<file path="config.mk">
export PLATFORM = sky130hd
export DESIGN_NAME = flag_state_seq
export DESIGN_NICKNAME = d
export VERILOG_FILES = /design/src/rtl/flag_state_seq.sv
export SDC_FILE = /design/constraint.sdc
export NUM_CORES = 1
export LEC_CHECK = 0
export CAP_MARGIN = 10
export CORE_MARGIN = 1.5
export CORE_UTILIZATION = 45
export CTS_BUF_LIST = sky130_fd_sc_hd__clkbuf_16
export CTS_CLUSTER_DIAMETER = 30
export DETAILED_ROUTE_END_ITERATION = 12
export GPL_TIMING_DRIVEN = 0
export MAX_ROUTING_LAYER = met4
export PLACE_DENSITY = 0.72
export SYNTH_ARGS = -nofsm -noshare
export SYNTH_HDL_FRONTEND = slang
export SYNTH_SLANG_ARGS = --single-unit
export TNS_END_PERCENT = 20
</file>
<file path="constraint.sdc">
create_clock -name clk -period 2.2 [get_ports clk]
set_input_delay 0.44 -clock clk [delete_from_list [all_inputs] [get_ports clk]]
set_output_delay 0.44 -clock clk [all_outputs]
set_load 0.005 [all_outputs]
</file>
<file path="src/rtl/flag_state_seq.sv">
// Purpose: steps IDLE->RUN_A->RUN_B->DONE, gating each transition on the decoder's flag response.
// Latency: start to RUN_A is 1 cycle; nominal sequence 2*DWELL+1 cycles; outputs all registered.
// Backpressure: none; start is accepted only in IDLE and ignored elsewhere.
// Optional: define FLAG_CHECK_EN to flag illegal decoder codes (1/3) via a sticky err and abort.
module flag_state_seq #(
    parameter int DWELL     = 4,
    parameter int MAX_RETRY = 3
) (
    input  logic       clk,
    input  logic       rst,
    input  logic       start,
    input  logic [1:0] flag,
    output logic [1:0] curr_state,
    output logic       busy,
    output logic       done,
    output logic       timeout,
    output logic       err
);

    typedef enum logic [1:0] {
        S_IDLE  = 2'd0,
        S_RUN_A = 2'd1,
        S_RUN_B = 2'd2,
        S_DONE  = 2'd3
    } state_t;

    localparam logic [7:0] DWELL_M1  = 8'(DWELL - 1);
    localparam logic [4:0] MAX_R_EXT = 5'(MAX_RETRY);
    localparam logic [1:0] FLAG_GO   = 2'd2;

    state_t     state;
    logic [7:0] dcnt;
    logic [3:0] rcnt;
    logic       abort;
    logic       retry_ok;
    logic       in_run;
    logic       flag_bad;

    assign curr_state = state;
    assign in_run     = (state == S_RUN_A) || (state == S_RUN_B);

    // Extended by one bit so rcnt+1 cannot wrap before the compare.
    assign retry_ok = ({1'b0, rcnt} + 5'd1) < MAX_R_EXT;

`ifdef FLAG_CHECK_EN
    logic err_q;

    assign flag_bad = flag[0];
    assign err      = err_q;

    always_ff @(posedge clk or posedge rst) begin
        if (rst) begin
            err_q <= 1'b0;
        end else if (state == S_IDLE && start) begin
            err_q <= 1'b0;
        end else if (in_run && flag_bad) begin
            err_q <= 1'b1;
        end
    end
`else
    assign flag_bad = 1'b0;
    assign err      = 1'b0;
`endif

    always_ff @(posedge clk or posedge rst) begin
        if (rst) begin
            state   <= S_IDLE;
            dcnt    <= 8'd0;
            rcnt    <= 4'd0;
            abort   <= 1'b0;
            busy    <= 1'b0;
            done    <= 1'b0;
            timeout <= 1'b0;
        end else begin
            case (state)
                S_IDLE: begin
                    if (start) begin
                        state <= S_RUN_A;
                        busy  <= 1'b1;
                        dcnt  <= DWELL_M1;
                        rcnt  <= 4'd0;
                        abort <= 1'b0;
                    end
                end

                S_RUN_A: begin
                    if (flag_bad) begin
                        state   <= S_DONE;
                        done    <= 1'b1;
                        timeout <= 1'b1;
                        abort   <= 1'b1;
                    end else if (dcnt != 8'd0) begin
                        dcnt <= dcnt - 8'd1;
                    end else if (flag == FLAG_GO) begin
                        state <= S_RUN_B;
                        dcnt  <= DWELL_M1;
                    end else if (retry_ok) begin
                        rcnt <= rcnt + 4'd1;
                        dcnt <= DWELL_M1;
                    end else begin
                        state   <= S_DONE;
                        done    <= 1'b1;
                        timeout <= 1'b1;
                        abort   <= 1'b1;
                    end
                end

                S_RUN_B: begin
                    if (flag_bad) begin
                        state   <= S_DONE;
                        done    <= 1'b1;
                        timeout <= 1'b1;
                        abort   <= 1'b1;
                    end else if (dcnt != 8'd0) begin
                        dcnt <= dcnt - 8'd1;
                    end else begin
                        state   <= S_DONE;
                        done    <= 1'b1;
                        timeout <= 1'b0;
                        abort   <= 1'b0;
                    end
                end

                default: begin
                    state   <= S_IDLE;
                    busy    <= 1'b0;
                    done    <= 1'b0;
                    timeout <= 1'b0;
                    abort   <= 1'b0;
                end
            endcase
        end
    end

endmodule

</file>
# After elaboration in Yosys (flattened, before gate mapping)

Cells that the tools add are included.

Bits of input ports: 5
Bits in registers: 17
Output and inout port bits: 6
Word-level logic and storage cells: 60

Order comparisons: 1
Multiplexer cells: 26
Add/subtract/negate cells: 3
Bitwise operators: 2
Reduce and logical (&&, ||, !) cells: 10
Eq/ne operators: 12

Operators with widths:

| kind                                                                 | number |
|---|---|
| 8-bit 2-to-1 mux                                                     | 5 |
| 8-bit one-hot mux with 3 select lines                                | 1 |
| 4-bit 2-to-1 mux                                                     | 4 |
| 2-bit != test, second input constant                                 | 6 |
| 2-bit 2-to-1 mux                                                     | 5 |
| 5-bit AND reduction                                                  | 2 |
| 4-bit one-hot mux with 2 select lines                                | 1 |
| 4-bit AND reduction                                                  | 2 |
| 8-bit nonzero test                                                   | 1 |
| 8-bit by 1-bit subtractor with 8-bit output, second input constant   | 1 |
| 1-bit 2-to-1 mux                                                     | 6 |
| 1-bit one-hot mux with 3 select lines                                | 2 |
| 2-bit one-hot mux with 3 select lines                                | 1 |
| 4-bit by 1-bit adder with 5-bit output, second input constant        | 1 |
| 5-bit by 2-bit < comparator with 1-bit output, second input constant | 1 |
| 4-bit by 1-bit adder with 4-bit output, second input constant        | 1 |
| 2-bit == test, second input constant                                 | 2 |
| 4-bit by 2-bit != test with 1-bit output, second input constant      | 1 |
| 3-bit by 2-bit != test with 1-bit output, second input constant      | 1 |
| 3-bit nonzero test                                                   | 1 |
| 2-bit by 1-bit == test with 1-bit output, second input constant      | 1 |
| 2-bit zero test                                                      | 1 |
| 2-bit by 1-bit != test with 1-bit output, second input constant      | 1 |
| 1-bit inverter                                                       | 2 |
| 4 further kinds                                                      | 4 |

# Longest topological paths before layout

Depth in word-level cells: 6
Depth in mapped cells: 9
Mapped depth without buffers: 7

# Worst setup path after synthesis

Ideal clock, no wire load.

Path type: register to register
From: register state[0], in the netlist curr_state[0]
To: register dcnt[5]
Clock period less this slack: 1.991 ns
Required time: 2.121 ns
Arrival time: 1.912 ns
Setup time: 0.079 ns
Cell stages (with the launch flop): 9
Slack: 0.209 ns
Buffers on the path: 1
Path through: dfrtp_1 > inv_1 > ha_1 > buf_2 > nor2b_4 > or4b_4 > nand3b_1 > nor2_1 > a2bb2oi_1

Longest elaborated chain between the ends: 3
Elaborated cells on any way between the ends: 9
Those cells by class: eq/ne: 5; mux: 1; reduce/logical: 3

RTL lines:

| item                                                                       | RTL line | text |
|---|---|---|
| start, declared                                                            | 31       | `state_t state;` |
| start signal, assigned                                                     | 67       | `state <= S_IDLE;` |
| start signal, assigned                                                     | 78       | `state <= S_RUN_A;` |
| start signal, assigned                                                     | 88       | `state <= S_DONE;` |
| 2-bit by 1-bit == test with 1-bit output (tied with other cells)           | 75       | `case (state)` |
| 4-bit by 2-bit != test with 1-bit output (no line) (tied with other cells) | -        |  |
| 4-bit AND reduction (no line)                                              | -        |  |
| end signal, assigned                                                       | 93       | `dcnt <= dcnt - 8'd1;` |
| end signal, assigned                                                       | 115      | `dcnt <= dcnt - 8'd1;` |
| end, declared                                                              | 32       | `logic [7:0] dcnt;` |

Parallel ways exist; a longest one is shown, timed or not.
A chain may end at the register's enable or synchronous reset.

# Worst setup path after layout

From: register state[0], in the netlist curr_state[0]
To: register dcnt[6]

The elaborated chain is that of the path after synthesis.

==> results.yml <==
status:
  status: "completed"
sta:
  tightestPinTransition_ns: 0.7467
  rsz0062_at_grt: "yes"
  finalHoldViolations: 0
  whs_ns: 0.4929
  tns_ns: 0
  setup_viol: 0
  fmax_mhz: 474.6
  period_minus_slack_ns: 2.107
  min_period_over_period_pct: 95.78
  fin_skew_ns: 0.001253
  relSlewSlack_pct: 49.76
  drv_slew: 0
drt:
  wirelength_um: 2400
  wire_per_inst_um: 14.46
  drcViolationCount: 0
  drtPass1Iterations: 4
  vias: 947
  ant_nets: 0
  vias_per_cell: 5.705
  drt_iter0_markers: 17
setup_path:
  endpoint_kind: "register"
  cp-startpoint: "curr_state[0]"
  worstPathRequired_ns: 2.36
  crit_path_cell_trace: "inv_1 -> ha_1 -> buf_2 -> nor2b_4 -> or4b_4 -> nor4_2 -> a21oi_1 -> a21oi_1"
  crit_path_max_incr_delay_ns: 0.53
  reg2reg_depth: 8
  critical_path_class: "register to register"
  crit_top_cell: "a21oi_1"
  crit_path_start_kind: "register"
  path_max_fanout: 8
  arrival_ns: 2.27
  slowest_stage: "or4b_4"
  r2r_start: "curr_state[0]"
power_and_ir_drop:
  pwr-share-comb_pct: 58.3
  switchingPower_w: 0.0009080
  power_density_nw_per_um2: 1578
  p_leak_nw: 0.6202
  internal-power_w: 0.001281
  total_power_w: 0.002189
  clkPwrFrac_pct: 16.5
  pwr-share-seq_pct: 25.2
  max-vdd-ir-drop_mv: 0.9076
  p_sw_share_pct: 41.48
yosys:
  synthCells: 121
  synth-seq-cells: 17
  syn-cell-area_um2: 1166
  synth_edf_count: 0
  syn_nets: 134
  syn_area_per_cell_um2: 9.637
  synthArstFlopShare_pct: 100.0
  yosysSeqAreaShare_pct: 36.48
  synth_ff_type: "dfrtp_1"
  ys_warn_count: 0
  ys_types: 44
job:
  max_cap_viol_count: 0
floorplan:
  chipWidth_um: 53.91
  rows: 18
  die_height_um: 53.91
  die-area_um2: 2906
  start_util_pct: 47.50
  io_pins: 11
  core_um2: 2455
hold_path:
  min_path_cells: 1
  worst_hold_path_type: "register to register"
  hold_start: "done"
global_routing:
  grt_pass1_vias: 917
  met3_usage_pct: 4.444
  grt_first_pass_wirelength_um: 4119
  use_met2_pct: 31.71
  grt_max_degree: 18
  use_met1_pct: 24.74
  antenna_found_initial: 0
  grt_remaining_overflow: 0
  gr-usage-all-layers_pct: 20.67
  grt-busiest-layer: "met2"
placement:
  hpwlAfterDp_um: 1735
  globalplace.congestion: 0.8823
  io_buffers: 9
  placed_cells: 160
clock_tree:
  htreeDepth: 1
  cts_buffer_depth: 2
  ctsResizeCount: 0
  cts_tree: "built"
  cts_buffers: 3
  clkLatencyLatePin_ns: 0.25
  clock-sinks: 17
  cts-root-buf: "clkbuf_16"
  clk_pin_slew_worst_paths_ns: 0.05
finish:
  drive_above_1_share_pct: 13.24
  diodes: 0
  final_cells: 166
  nNetsFinal: 150
  multiInputGateArea_um2: 696.9
  fillers: 210
  seqCellArea_um2: 425.4
  area_growth_pct: 18.99
[cells in the mapped netlist, drive strengths merged (3+ instances only)]
master  count  area, µm²
dfrtp      17      425.4
a31oi       4      25.02
buf         3      17.52
nor2       12      47.55
nor2b       4      32.53
a21oi      10      50.05
a21boi      3      22.52
nand2b      3      18.77
nor4        3      25.02
inv         6      22.52
nor3        3      15.01
and2        4      27.53
ha          8      100.1
nand2       9      33.78
mux2        5      60.05
[critical path: cells and delay by family, from the launching register on]
family / cells / cell delay [ns]
and+or+nand+nor: 3 / 0.97
AOI/OAI and AO/OA: 2 / 0.26
buffers and inverters: 2 / 0.24
DFF: 1 / 0.34
adders and majority gates: 1 / 0.20
[cells in the final DEF (no fill, tap or decap), drive strengths merged, types with 4 or more instances in the layout]
cell / count
nor2: 12
dfrtp: 17
clkdlybuf4s50: 9
a31oi: 4
clkbuf: 4
buf: 5
and2: 4
nor2b: 4
mux2: 5
a21oi: 10
inv: 7
nand2: 9
ha: 8
[power groups by stage]
| stage | clock network [W] | registers (W) | logic [W] |
|---|---|---|---|
| final | 0.000360 | 0.000552 | 0.00128 |
| after global routing | 0.000391 | 0.000568 | 0.00142 |
| after CTS | 0.000376 | 0.000549 | 0.00127 |
| after detailed placement | 0 | 0.000573 | 0.00122 |
| after global placement | 0 | 0.000564 | 0.00118 |
| after floorplan | 0 | 0.000548 | 0.000927 |
[kinds of logic after synthesis]
family / count (synthesis) / share of synthesized area [%]
muxes: 6 / 6.008
adders and majority gates: 8 / 8.584
buffers and inverters: 10 / 3.755
AOI/OAI and AO/OA: 31 / 18.67
other: 1 / 0.3216
and+or+nand+nor: 48 / 26.18
DFF: 17 / 36.48
[cell type report]
cell class | count | area share [%]
Sequential cell | 17 | 30.66
Buffer | 4 | 1.533
Clock inverter | 1 | 0.2705
Multi-Input combinational cell | 94 | 50.23
Timing Repair Buffer | 11 | 7.574
Clock buffer | 3 | 5.410
Inverter | 6 | 1.623
Tap cell | 30 | 2.705
[metrics by stage]
stage | utilization, % | cell area (µm²) | worst slack [ns]
3_5_place_dp | 52.70 | 1294 | -0.04523
2_1_floorplan | - | 1166 | 0.2088
6_report | 56.52 | 1388 | 0.09288
5_1_grt | 56.52 | 1388 | -0.03085
3_3_place_gp | 52.70 | 1294 | -0.04416
4_1_cts | 56.52 | 1388 | 0.09410
[sequential cells by signal, indices dropped and copies added, names as in the netlist]
register,cells
busy,1
done,1
timeout,1
dcnt,8
rcnt,4
curr_state,2
[per-layer routing]
metal | vias to the layer above | part of all wire (%)
met5 | - | 0
met3 | 5 | 3.5
met4 | 0 | 2.2
met2 | 23 | 49
met1 | 449 | 45
li1 | 470 | -
[final timing paths]
| kind | slack (ns) | end |
|---|---|---|
| hold / removal | 0.49 | done |
| max in group asynchronous | 1.19 | curr_state[0] |
| setup reg to reg | 0.09 | dcnt[6] |
| hold reg to reg | 0.49 | done |
| setup / recovery | 0.09 | dcnt[6] |
| min in group asynchronous | 0.59 | dcnt[2] |
[repair_timing]
item,4_1_cts,5_1_grt
hold buffers,0,0
setup endpoints to repair,3,1
gates cloned,0,0
setup buffers,2,0
Power figures use the tool's default switching activity.
